$ cat src/rtl/pe_array_seq_controller_v2.sv
`timescale 1ns/1ps
// Sequences MAC enables, ping-pong RF selects and actv/wgt/psum addresses for a ROW x COL PE array, tile by tile.
// Latency: start to first MAC_en is 2 cycles with buffers preloaded. Defining PE_PIPE_EN adds 1 cycle to the array-side outputs.
// Backpressure: stalls in WAIT until the selected actv/wgt RF pair is full, and holds in DRAIN until su_add_finish.
module pe_array_seq_controller_v2 #(
    parameter int ROW                = 16,
    parameter int COL                = 16,
    parameter int ACTV_ADDR_BITWIDTH = 2,
    parameter int WGT_ADDR_BITWIDTH  = 2,
    parameter int PSUM_ADDR_BITWIDTH = 2,
    parameter int TILE_BITWIDTH      = 8
) (
    input  logic                            clk,
    input  logic                            reset,
    input  logic                            start,
    input  logic [ACTV_ADDR_BITWIDTH:0]     cfg_k_len,
    input  logic [PSUM_ADDR_BITWIDTH:0]     cfg_psum_len,
    input  logic [TILE_BITWIDTH-1:0]        cfg_num_tiles,
    input  logic [ROW*COL-1:0]              mac_mask,
    input  logic                            actv_buf1_send_finish,
    input  logic                            actv_buf2_send_finish,
    input  logic                            wgt_buf1_send_finish,
    input  logic                            wgt_buf2_send_finish,
    input  logic                            su_add_finish,
    output logic                            actv_rf1_need_data,
    output logic                            actv_rf2_need_data,
    output logic                            wgt_rf1_need_data,
    output logic                            wgt_rf2_need_data,
    output logic [ROW*COL-1:0]              MAC_en,
    output logic                            actv_sel,
    output logic                            wgt_sel,
    output logic [ACTV_ADDR_BITWIDTH-1:0]   actv_r_addr,
    output logic [WGT_ADDR_BITWIDTH-1:0]    wgt_r_addr,
    output logic                            psum_en,
    output logic [PSUM_ADDR_BITWIDTH-1:0]   psum_addr,
    output logic [PSUM_ADDR_BITWIDTH-1:0]   psum_write_addr,
    output logic                            pe_psum_finish,
    output logic                            conv_finish,
    output logic                            turn_off,
    output logic                            busy
);

    typedef enum logic [2:0] {IDLE, WAIT, RUN, DRAIN, DONE} state_t;

    localparam logic [ACTV_ADDR_BITWIDTH:0]   K_LEN_ONE = 1;
    localparam logic [PSUM_ADDR_BITWIDTH:0]   P_LEN_ONE = 1;
    localparam logic [TILE_BITWIDTH-1:0]      TILE_ONE  = 1;
    localparam logic [ACTV_ADDR_BITWIDTH-1:0] K_ONE     = 1;
    localparam logic [PSUM_ADDR_BITWIDTH-1:0] P_ONE     = 1;

    state_t                          state;
    logic                            sel;
    logic [ACTV_ADDR_BITWIDTH-1:0]   k, k_last;
    logic [PSUM_ADDR_BITWIDTH-1:0]   p, p_last;
    logic [TILE_BITWIDTH-1:0]        tile, tile_last;
    logic [ROW*COL-1:0]              mask_q;
    logic [1:0]                      actv_full, wgt_full;

    logic in_run, retire, cur_ready, other_ready;
    assign in_run      = (state == RUN);
    assign retire      = in_run && (k == k_last) && (p == p_last);
    assign cur_ready   = sel ? (actv_full[1] & wgt_full[1]) : (actv_full[0] & wgt_full[0]);
    assign other_ready = sel ? (actv_full[0] & wgt_full[0]) : (actv_full[1] & wgt_full[1]);

    // Buffer full flags: a retiring tile frees its pair, and that release beats a same-cycle fill.
    always_ff @(posedge clk or posedge reset) begin
        if (reset) begin
            actv_full <= '0;
            wgt_full  <= '0;
        end else begin
            actv_full[0] <= (retire && !sel) ? 1'b0 : (actv_full[0] | actv_buf1_send_finish);
            actv_full[1] <= (retire &&  sel) ? 1'b0 : (actv_full[1] | actv_buf2_send_finish);
            wgt_full[0]  <= (retire && !sel) ? 1'b0 : (wgt_full[0]  | wgt_buf1_send_finish);
            wgt_full[1]  <= (retire &&  sel) ? 1'b0 : (wgt_full[1]  | wgt_buf2_send_finish);
        end
    end

    // Sequencer: latches configuration on start, walks k inside p per tile, swaps buffers with no bubble when possible.
    always_ff @(posedge clk or posedge reset) begin
        if (reset) begin
            state     <= IDLE;
            sel       <= 1'b0;
            k         <= '0;
            p         <= '0;
            tile      <= '0;
            k_last    <= '0;
            p_last    <= '0;
            tile_last <= '0;
            mask_q    <= '0;
        end else begin
            case (state)
                IDLE: begin
                    if (start) begin
                        state     <= WAIT;
                        k_last    <= (cfg_k_len == '0) ? '0 : ACTV_ADDR_BITWIDTH'(cfg_k_len - K_LEN_ONE);
                        p_last    <= (cfg_psum_len == '0) ? '0 : PSUM_ADDR_BITWIDTH'(cfg_psum_len - P_LEN_ONE);
                        tile_last <= (cfg_num_tiles == '0) ? '0 : (cfg_num_tiles - TILE_ONE);
                        mask_q    <= mac_mask;
                        sel       <= 1'b0;
                        k         <= '0;
                        p         <= '0;
                        tile      <= '0;
                    end
                end
                WAIT: begin
                    if (cur_ready) state <= RUN;
                end
                RUN: begin
                    if (k == k_last) begin
                        k <= '0;
                        if (p == p_last) begin
                            p    <= '0;
                            tile <= tile + TILE_ONE;
                            sel  <= ~sel;
                            if (tile == tile_last) state <= DRAIN;
                            else if (other_ready)  state <= RUN;
                            else                   state <= WAIT;
                        end else begin
                            p <= p + P_ONE;
                        end
                    end else begin
                        k <= k + K_ONE;
                    end
                end
                DRAIN: begin
                    if (su_add_finish) state <= DONE;
                end
                DONE: begin
                    state <= IDLE;
                    sel   <= 1'b0;
                    k     <= '0;
                    p     <= '0;
                    tile  <= '0;
                end
                default: state <= IDLE;
            endcase
        end
    end

    // Array-side values decoded from state and counters; addresses and enables are forced to 0 outside RUN.
    logic [ROW*COL-1:0]            mac_en_c;
    logic [ACTV_ADDR_BITWIDTH-1:0] actv_addr_c;
    logic [WGT_ADDR_BITWIDTH-1:0]  wgt_addr_c;
    logic [PSUM_ADDR_BITWIDTH-1:0] psum_addr_c;
    logic                          psum_en_c;
    logic [PSUM_ADDR_BITWIDTH-1:0] psum_wr_q;

    assign mac_en_c    = in_run ? mask_q : '0;
    assign actv_addr_c = in_run ? k : '0;
    assign wgt_addr_c  = in_run ? WGT_ADDR_BITWIDTH'(k) : '0;
    assign psum_addr_c = in_run ? p : '0;
    assign psum_en_c   = in_run && (tile != '0);

    // Psum write address trails the read address by one cycle so the PE writes back where it read.
    always_ff @(posedge clk or posedge reset) begin
        if (reset) psum_wr_q <= '0;
        else       psum_wr_q <= psum_addr_c;
    end

`ifdef PE_PIPE_EN
    // Extra retiming stage on every array-side output to ease timing into a large array.
    always_ff @(posedge clk or posedge reset) begin
        if (reset) begin
            MAC_en          <= '0;
            actv_sel        <= 1'b0;
            wgt_sel         <= 1'b0;
            actv_r_addr     <= '0;
            wgt_r_addr      <= '0;
            psum_en         <= 1'b0;
            psum_addr       <= '0;
            psum_write_addr <= '0;
        end else begin
            MAC_en          <= mac_en_c;
            actv_sel        <= sel;
            wgt_sel         <= sel;
            actv_r_addr     <= actv_addr_c;
            wgt_r_addr      <= wgt_addr_c;
            psum_en         <= psum_en_c;
            psum_addr       <= psum_addr_c;
            psum_write_addr <= psum_wr_q;
        end
    end
`else
    assign MAC_en          = mac_en_c;
    assign actv_sel        = sel;
    assign wgt_sel         = sel;
    assign actv_r_addr     = actv_addr_c;
    assign wgt_r_addr      = wgt_addr_c;
    assign psum_en         = psum_en_c;
    assign psum_addr       = psum_addr_c;
    assign psum_write_addr = psum_wr_q;
`endif

    assign busy               = (state != IDLE);
    assign pe_psum_finish     = (state == DRAIN);
    assign conv_finish        = (state == DONE);
    assign turn_off           = (state == DONE);
    assign actv_rf1_need_data = busy & ~actv_full[0];
    assign actv_rf2_need_data = busy & ~actv_full[1];
    assign wgt_rf1_need_data  = busy & ~wgt_full[0];
    assign wgt_rf2_need_data  = busy & ~wgt_full[1];

endmodule
$ cat config.mk
export PLATFORM = sky130hd
export DESIGN_NAME = pe_array_seq_controller_v2
export DESIGN_NICKNAME = d
export VERILOG_FILES = /design/src/rtl/pe_array_seq_controller_v2.sv
export SDC_FILE = /design/constraint.sdc
export NUM_CORES = 1
export LEC_CHECK = 0
export CORE_AREA = 2 2 214 216
export DETAILED_ROUTE_END_ITERATION = 10
export DIE_AREA = 0 0 216 218
export DONT_BUFFER_PORTS = 1
export HOLD_SLACK_MARGIN = 0.1
export SLEW_MARGIN = 30
export SYNTH_ARGS = -nofsm -noshare
export SYNTH_HDL_FRONTEND = slang
export SYNTH_SLANG_ARGS = --single-unit
$ cat constraint.sdc
create_clock -name clk -period 13.08 [get_ports clk]
set_clock_uncertainty 0.2 [all_clocks]
set_input_delay 1.962 -clock clk [delete_from_list [all_inputs] [get_ports clk]]
set_output_delay 1.962 -clock clk [all_outputs]
set_load 0.02 [all_outputs]
* After elaboration in Yosys (flattened, before gate mapping)
Cells that the tools add are included.
** Storage, ports and cells
- Input port bits :: 278
- Word-level logic and storage cells :: 97
- Bits in writable memories :: 0
- ROM bits :: 0
- Register bits after elaboration :: 290
- Output and inout port bits :: 275
- Latch bits :: 0
- Memories :: 0
** Cells by class
- $mul :: 0
- Reduce and logical (&&, ||, !) cells :: 18
- Divide/modulo/power cells :: 0
- Add/sub/neg operators :: 6
- Magnitude comparators :: 0
- Eq/ne operators :: 12
- Bitwise operators :: 15
- Muxes and demuxes :: 34
- Shift operators :: 0
** Operators by type and width (number)
- 2-to-1 mux 256 bit :: 1
- 2-to-1 mux 8 bit :: 4
- case mux 8 bit (3 select lines) :: 1
- 2-to-1 mux 2 bit :: 10
- 2-to-1 mux 3 bit :: 5
- case mux 2 bit (3 select lines) :: 2
- case mux 3 bit (4 select lines) :: 1
- logical NOT 3 bit :: 3
- 2-to-1 mux 1 bit :: 9
- adder 8 x 1 -> 8 bit, second input constant :: 1
- equality test 8 bit :: 1
- logical NOT 8 bit :: 1
- nonzero test 8 bit :: 1
- subtractor 8 x 1 -> 8 bit, second input constant :: 1
- bitwise AND 1 bit :: 6
- equality test 3 x 2 -> 1 bit, second input constant :: 2
- inequality test 2 bit, second input constant :: 3
- nonzero test 3 bit :: 2
- logical AND 1 bit :: 5
- NOT 1 bit :: 5
- AND reduction 5 bit :: 1
- adder 2 x 1 -> 2 bit, second input constant :: 2
- equality test 2 bit :: 2
- inequality test 2 x 1 -> 1 bit, second input constant :: 2
- other kinds (9) :: 14

* Longest topological paths before layout
Gate-level depths: netlist of the first run.
- Depth in word-level cells :: 7
- Depth in mapped cells :: 8
- Gate-level depth less buffers :: 6

* Least setup slack after synthesis of the first run
OpenSTA, ideal clock, no wires.
- Path kind :: reg-to-output
- From :: register state[0]
- To :: output wgt_r_addr[0]
- Setup slack :: 9.160 ns
- Buffers on the path :: 5
- Data arrival time :: 1.758 ns
- Required time :: 10.918 ns
- Stages on the path, launching flop included :: 8
- Cells stage by stage :: dfrtp_1 buf_2 nor3b_1 buf_2 buf_2 clkbuf_1 and2_1 buf_4
** Between the ends
- Longest elaborated chain between the ends :: 2
** Ends and longest elaborated chain
- start: declaration :: line 51 : state_t state;
- start signal: assignment :: line 81 : state <= IDLE;
- start signal: assignment :: line 94 : state <= WAIT;
- start signal: assignment :: line 106 : if (cur_ready) state <= RUN;
- equality test 3 x 2 -> 1 bit :: line 60 : assign in_run = (state == RUN);
- 2-to-1 mux 2 bit
- end: declaration :: line 33 : output logic [WGT_ADDR_BITWIDTH-1:0] wgt_r_addr,
Every way passes these cells.

* Final worst setup path of the first run
- From :: register state[1]
- To :: output actv_r_addr[0]
** Between the ends
- Longest elaborated chain between the ends :: 2
** Ends and longest elaborated chain
- equality test 3 x 2 -> 1 bit :: line 60
- 2-to-1 mux 2 bit :: line 149 : assign actv_addr_c = in_run ? k : '0;
- end: declaration :: line 32 : output logic [ACTV_ADDR_BITWIDTH-1:0] actv_r_addr,
Every way passes these cells.

==> results.txt, run 1 <==
Post-DP HPWL - 26.18 mm
Final-layout fill cell count - 4658
TritonCTS clock tree - done
Core region area - 44890 sq um
Area share of the largest cell type after synthesis - 0.5483
Top-count cell post-synth - nand2_1
CP max FO - 118
Global-route wire length before repair - 55.48 mm
Sequential element share of the synthesized area - 0.5483
Vias post-DR - 10020
CTS Buf Count - 34
Post-cts gate resize count - 0
Detailed-route vias per instance - 4.658
Transition time of the tightest slew-check pin - 0.9201 ns
Finish-stage setup viols - 0
Number of buffers inserted for hold repair after clock tree synthesis - 0
Sequential standard cell area - 7257 sq um
Beginning of the worst hold path - mask_q[25]
Logic depth of the worst register-to-register path - 5
Critical path launch point type - flop
VDD IR max - 140.5 uV
Largest net degree at the start of global routing - 147
Top-Level Pins - 553
Req. time, crit path - 10.92 ns
Hold Path Class - flop to flop
Maximum frequency from static timing analysis - 187.8 MHz
Total number of placement rows - 78
Share of flip-flops with an asynchronous set or reset after synthesis - 1.000
Number of buffers added for setup after CTS - 0
Vias in the first global route - 9621
Data arrival time of the worst path - 3.16 ns
Family with the most delay on the worst path - simple AND/OR/NAND/NOR gates
Die outline width - 216 um
Critical R2R Capture - mask_q[195]
Residual antenna-violating net count after detailed routing - 0
Average cell area after synthesis - 8.350 sq um
Top post-synthesis cells by area - dfrtp_1 55%, nand2_1 22%, and2_1 12%
RSZ-0062 raised after global routing - no
Fraction of the cycle the final worst path needs - 0.4071
Aggregate global-route resource usage - 0.1495
WHS Endpoint - mask_q[25]
Fraction of layout instances using a drive strength above 1 - 0.04384
Max-Cap Viols - 0
Final max-slew violation count - 0
Cell count after synthesis - 1585
Kind of capture point of the worst setup path - output pin
Area of all placed cells without fillers - 14770 sq um
Die height - 218 um
Antenna violations before repair - 3
Initial Utilization - 0.2948
Layout net count - 1813
Clock Root Buffer - clkbuf_16
Most instantiated cells after synthesis - 793 x nand2_1, 290 x dfrtp_1, 262 x and2_1
Final Hold Fails - 0
Routed WL per cell - 17.16 um
Mapped Area - 13240 sq um
Clock latency at the later pin of the worst-skew pair - 0.52 ns
Setup slack of the worst register-to-register path - 9.83 ns
DR iter-0 viols - 791
GR Overflow Total - 0
Buffering stage count on the worst path with inverters included - 1
Startpoint of the most critical register-to-register path - state[1]
Post-synthesis register bit count - 290
Clk pin slew, worst setup/hold paths - 0.06 ns
Number of levels the H-tree was split into - 2
Max_slew headroom - 0.3866
Critical Path Max Stage Delay - 0.75 ns
Cell accounting for the most synthesized area - dfrtp_1
Cells along the critical path - nor3b_2, buf_4, and2_1
Placer's final routability congestion estimate - 0.8265
P per Cell Area - 290.4 nW/um^2
Area Overhead vs Synth - 11.60%
Cell count of the worst hold path - 2
Area occupied by multi-input gates - 5525 sq um
Unique cell type count in the Yosys netlist - 42
Number of port buffers - 0
Synthesized Nets - 1867
Outcome - completed
CTS Sinks - 290
Count of synthesis-stage warnings from yosys - 0
Fin crit period - 5.325 ns
Total wire length after detailed routing - 36.94 mm
Final routed DRC violation total - 0
Count of flip-flops with a built-in enable after synthesis - 0
Die area - 47090 sq um
Class of the most critical setup path - flop to output pin
Commonest register cell after synthesis - dfrtp_1
Setup TNS - 0 ns
CTS max path bufs - 3
Crit-path slowest cell - buf_4
Leakage power - 7.489 nW
Instance area at placement - 13650 sq um
First-pass iteration count of the detailed router - 4
==> where the power goes <==
part | internal, mW | total (mW) | switching, mW | leakage [nW]
clock | 0.570 | 0.936 | 0.366 | 0.547
sequential | 1.35 | 1.66 | 0.313 | 3.61
combinational | 0.462 | 1.69 | 1.23 | 3.33
==> metal layers <==
metal	vias up	part of all wire	track usage	wire, um
met2	440	0.47	0.2398	17240
met4	0	0.024	0.04566	873
met3	54	0.088	0.04658	3234
met5	-	0	0	0
li1	4732	-	-	-
met1	4798	0.42	0.1933	15590
==> stage by stage <==
stage	hold slack, ns	cells	utilization	power [mW]	setup slack, ns
final	0.2626	2152	0.3290	4.289	7.755
after global routing	0.2829	2151	0.3290	4.586	7.539
after CTS	0.2680	2151	0.3287	4.341	7.792
after detailed placement	0.2544	2095	0.3041	3.379	8.379
after global placement	0.2495	2095	0.3041	3.336	8.526
after floorplan	0.2374	1585	-	3.043	2.912
==> worst max-delay path by stage <==
stage / start / to / slack (ns) / cells after the start
2_1_floorplan: reset / actv_full[0] / 2.91 / 1
3_3_place_gp: state[1] / actv_r_addr[0] / 8.53 / 3
3_5_place_dp: state[1] / actv_r_addr[0] / 8.38 / 3
4_1_cts: state[1] / actv_r_addr[0] / 7.79 / 3
5_1_grt: state[1] / actv_r_addr[0] / 7.54 / 3
6_report: state[1] / actv_r_addr[0] / 7.76 / 3
==> logic make-up after synthesis <==
| group | count (synthesis) | synth area share |
|---|---|---|
| simple gates | 1103 | 0.3703 |
| flops | 290 | 0.5483 |
| buf+inv | 109 | 0.03536 |
| compound gates | 57 | 0.02732 |
| xor+xnor | 20 | 0.01324 |
| fa+ha+maj | 4 | 0.003782 |
| mux | 2 | 0.001702 |
==> final cells by class <==
class,count,area share
Clock buffer,50,0.07073
Inverter,8,0.002541
Sequential cell,290,0.4913
Multi-Input combinational cell,1186,0.3741
Clock inverter,6,0.003981
Timing Repair Buffer,11,0.006353
Tap cell,600,0.05083
Antenna cell,1,0.0001694
==> sequential cells by signal (all words and copies together) (netlist names), 3 cells and up <==
signal     count
state          3
tile_last      8
tile           8
mask_q       256
==> cells in the final DEF (no fill, tap or decap), types with 4 or more instances in the layout <==
cell,n
nand2_1,792
xor2_1,12
nor3_1,5
nor2_1,13
clkbuf_8,7
xnor2_1,8
ha_1,4
dfrtp_1,290
inv_1,7
buf_4,8
nand3_1,4
clkbuf_16,37
a31oi_1,6
clkinv_2,4
a21oi_1,11
nor4_1,4
and3_1,4
o21ai_0,20
and2_1,261
clkbuf_1,6
==> worst reg2reg max path: stages, from the launching register on <==
cell and delay (ns):
dfrtp_1 0.53, nor3_4 0.43, and2_4 0.82, buf_4 0.80, nand2_1 0.29, nand2_1 0.11
(Power assumes the default switching activity.)
==> run 2: changes to the inputs <==
clock period = 4.5 ns   (was 13.08 ns; I/O delays follow)
==> run 2 against run 1 <==
  * Count of clock-buffer cells in the layout down 12
  * Largest power group unchanged
  * Via count grew 14%
  * First-iteration DRC count up 16%
  * Non-clock buffer count increased by 274
  * Register-to-register slack got worse by 8.1 ns
  * Routed wire length up 4.2%
  * Sequential share of layout area fell by 7.9 points
  * Core utilization is 6.3 points higher
  * Critical path depth unchanged
  * Critical endpoint is now MAC_en[129]
  * Largest cell class unchanged
  * Die area stayed put
==> results.txt, run 2 (synthesized netlist as in run 1, its figures left out) <==
DR iter-0 viols - 917 (+16%)
Finish-stage setup viols - 0 (unchanged)
Post-Route Utilization - 0.3918 (+0.06282)
Biggest regs - mask_q (256), tile (8), tile_last (8)
Most common cell after layout, fill and taps aside - nand2_1
CTS Sinks - 290 (unchanged)
Number of buffers added for setup after CTS - 0 (unchanged)
Number of flip-flops under the largest register name - 256 (unchanged)
Total number of placement rows - 78 (unchanged)
Req. time, crit path - 3.62 ns (-7.30 ns)
GR Overflow Total - 0 (unchanged)
Count of non-filler cells in the finished layout - 2426 (+13%)
Number of levels the H-tree was split into - 1 (-1)
Placer's final routability congestion estimate - 0.8137 (-1.5%)
TritonCTS clock tree - done
Residual antenna-violating net count after detailed routing - 0 (unchanged)
Maximum frequency from static timing analysis - 275.6 MHz
CP max FO - 144 (+22%)
Vias post-DR - 11380 (+14%)
First-pass iteration count of the detailed router - 5 (+1)
Detailed-route vias per instance - 4.690 (+0.70%)
Max-Cap Viols - 0 (unchanged)
Buffering stage count on the worst path with inverters included - 1 (unchanged)
CTS max path bufs - 3 (unchanged)
Die area - 47090 sq um (unchanged)
Top-Level Pins - 553 (unchanged)
Post-DP HPWL - 24.78 mm (-5.3%)
Aggregate global-route resource usage - 0.1551 (+0.005680)
Instance area at placement - 13820 sq um (+1.2%)
Critical path launch point type - flop
Register with the most flip-flops - mask_q
Number of port buffers - 0 (unchanged)
Area of all placed cells without fillers - 17590 sq um (+19%)
Largest net degree at the start of global routing - 145 (-1.4%)
Crit-path slowest cell - nor3b_2
Fraction of the cycle the final worst path needs - 0.8062
Final worst setup slack - 0.8722 ns (-6.883 ns)
Final max-slew violation count - 0 (unchanged)
Fraction of layout instances using a drive strength above 1 - 0.04603 (+0.002185)
Setup TNS - 0 ns (unchanged)
Vias in the first global route - 11470 (+19%)
Cells along the critical path - nor3b_2, buf_12, and2_1
Clock Root Buffer - clkbuf_16
Leakage power - 8.670 nW (+16%)
CTS Buf Count - 30 (-12%)
Family with the most delay on the worst path - simple AND/OR/NAND/NOR gates
Max_slew headroom - 0.4299 (+0.04335)
Antenna violations before repair - 1 (-2)
VDD IR max - 438.2 uV (+210%)
Clock latency at the later pin of the worst-skew pair - 0.54 ns (+0.02 ns)
RSZ-0062 raised after global routing - no
Final Hold Fails - 0 (unchanged)
P per Cell Area - 724.0 nW/um^2 (+150%)
Core region area - 44890 sq um (unchanged)
Data arrival time of the worst path - 2.75 ns (-0.41 ns)
Hold Path Class - primary input to flop
# placed instances - 2104 (+0.43%)
Critical Path Max Stage Delay - 0.69 ns (-0.06 ns)
Global-route wire length before repair - 60.20 mm (+8.5%)
Outcome - completed
Class of the most critical setup path - flop to output pin
Total wire length after detailed routing - 38.50 mm (+4.2%)
Area Overhead vs Synth - 32.91%
DP Worst Slack - 1.412 ns (-6.966 ns)
Die height - 218 um (unchanged)
Routed WL per cell - 15.87 um (-7.5%)
Clk pin slew, worst setup/hold paths - 0.06 ns (about the same)
Final routed DRC violation total - 0 (unchanged)
Transition time of the tightest slew-check pin - 0.8514 ns (-0.06876 ns)
Fin crit period - 3.628 ns
Die outline width - 216 um (unchanged)
Initial Utilization - 0.2948 (unchanged)
Commonest non-fill, non-tap cells in the layout - 792 x nand2_1, 290 x dfrtp_1, 264 x dlygate4sd3_1
Kind of capture point of the worst setup path - output pin
Layout net count - 2083 (+15%)
## run 2: cell count changes in the layout (fill, tap and decap cells not counted), moves of 2 or more
cell           previous run  this run
clkbuf_1                  6         1
clkinvlp_4                0         4
buf_12                    0         8
dlygate4sd3_1             0       264
bufinv_16                 1         5
clkinv_2                  4         7
buf_6                     3         0
buf_4                     8        12
clkbuf_16                37        31
clkinv_4                  1         3
## run 2: repair_timing
item | in CTS | in global routing
gates resized for setup | 0 | 0
endpoints found under the hold margin | 283 | 1
hold buffers | 263 | 1
## run 2: power breakdown
part	internal [mW]	leakage, nW	switching (mW)
sequential	3.92	3.61	0.873
clock	1.64	0.537	1.04
combinational	1.56	4.52	3.70
## run 2: per-layer routing
| layer | vias to the layer above | global-route usage | wire length, um |
|---|---|---|---|
| met5 | - | 0 | 0 |
| met4 | 0 | 0.06073 | 1329 |
| met3 | 94 | 0.03808 | 3149 |
| met2 | 561 | 0.2600 | 18360 |
| met1 | 5444 | 0.1927 | 15660 |
| li1 | 5280 | - | - |
## run 2: worst paths after layout
check | slack, ns | endpoint | from | depth (start not counted)
max reg2reg | 1.75 | k_last[0] | state[1] | 5
min | 0.14 | p_last[0] | cfg_psum_len[0] | 2
max | 0.87 | MAC_en[129] | state[1] | 3
min in group asynchronous | 0.49 | mask_q[128] | reset | 2
min reg2reg | 0.27 | mask_q[2] | mask_q[2] | 2
max in group asynchronous | 2.56 | mask_q[27] | reset | 3
## run 2: layout make-up
class / instances / area, sq um
Inverter: 8 / 33.78
Clock inverter: 18 / 234.0
Fill cell: 4214 / 27300
Multi-Input combinational cell: 1186 / 5530
Sequential cell: 290 / 7257
Clock buffer: 38 / 862.1
Timing Repair Buffer: 285 / 2920
Tap cell: 600 / 750.7
Antenna cell: 1 / 2.502
## run 2: through the flow
stage	hold slack (ns)	total power, mW
2_1_floorplan	0.2374	8.847
3_3_place_gp	0.2484	9.680
3_5_place_dp	0.2543	9.797
4_1_cts	0.1057	12.74
5_1_grt	0.1173	13.59
6_report	0.1395	12.74
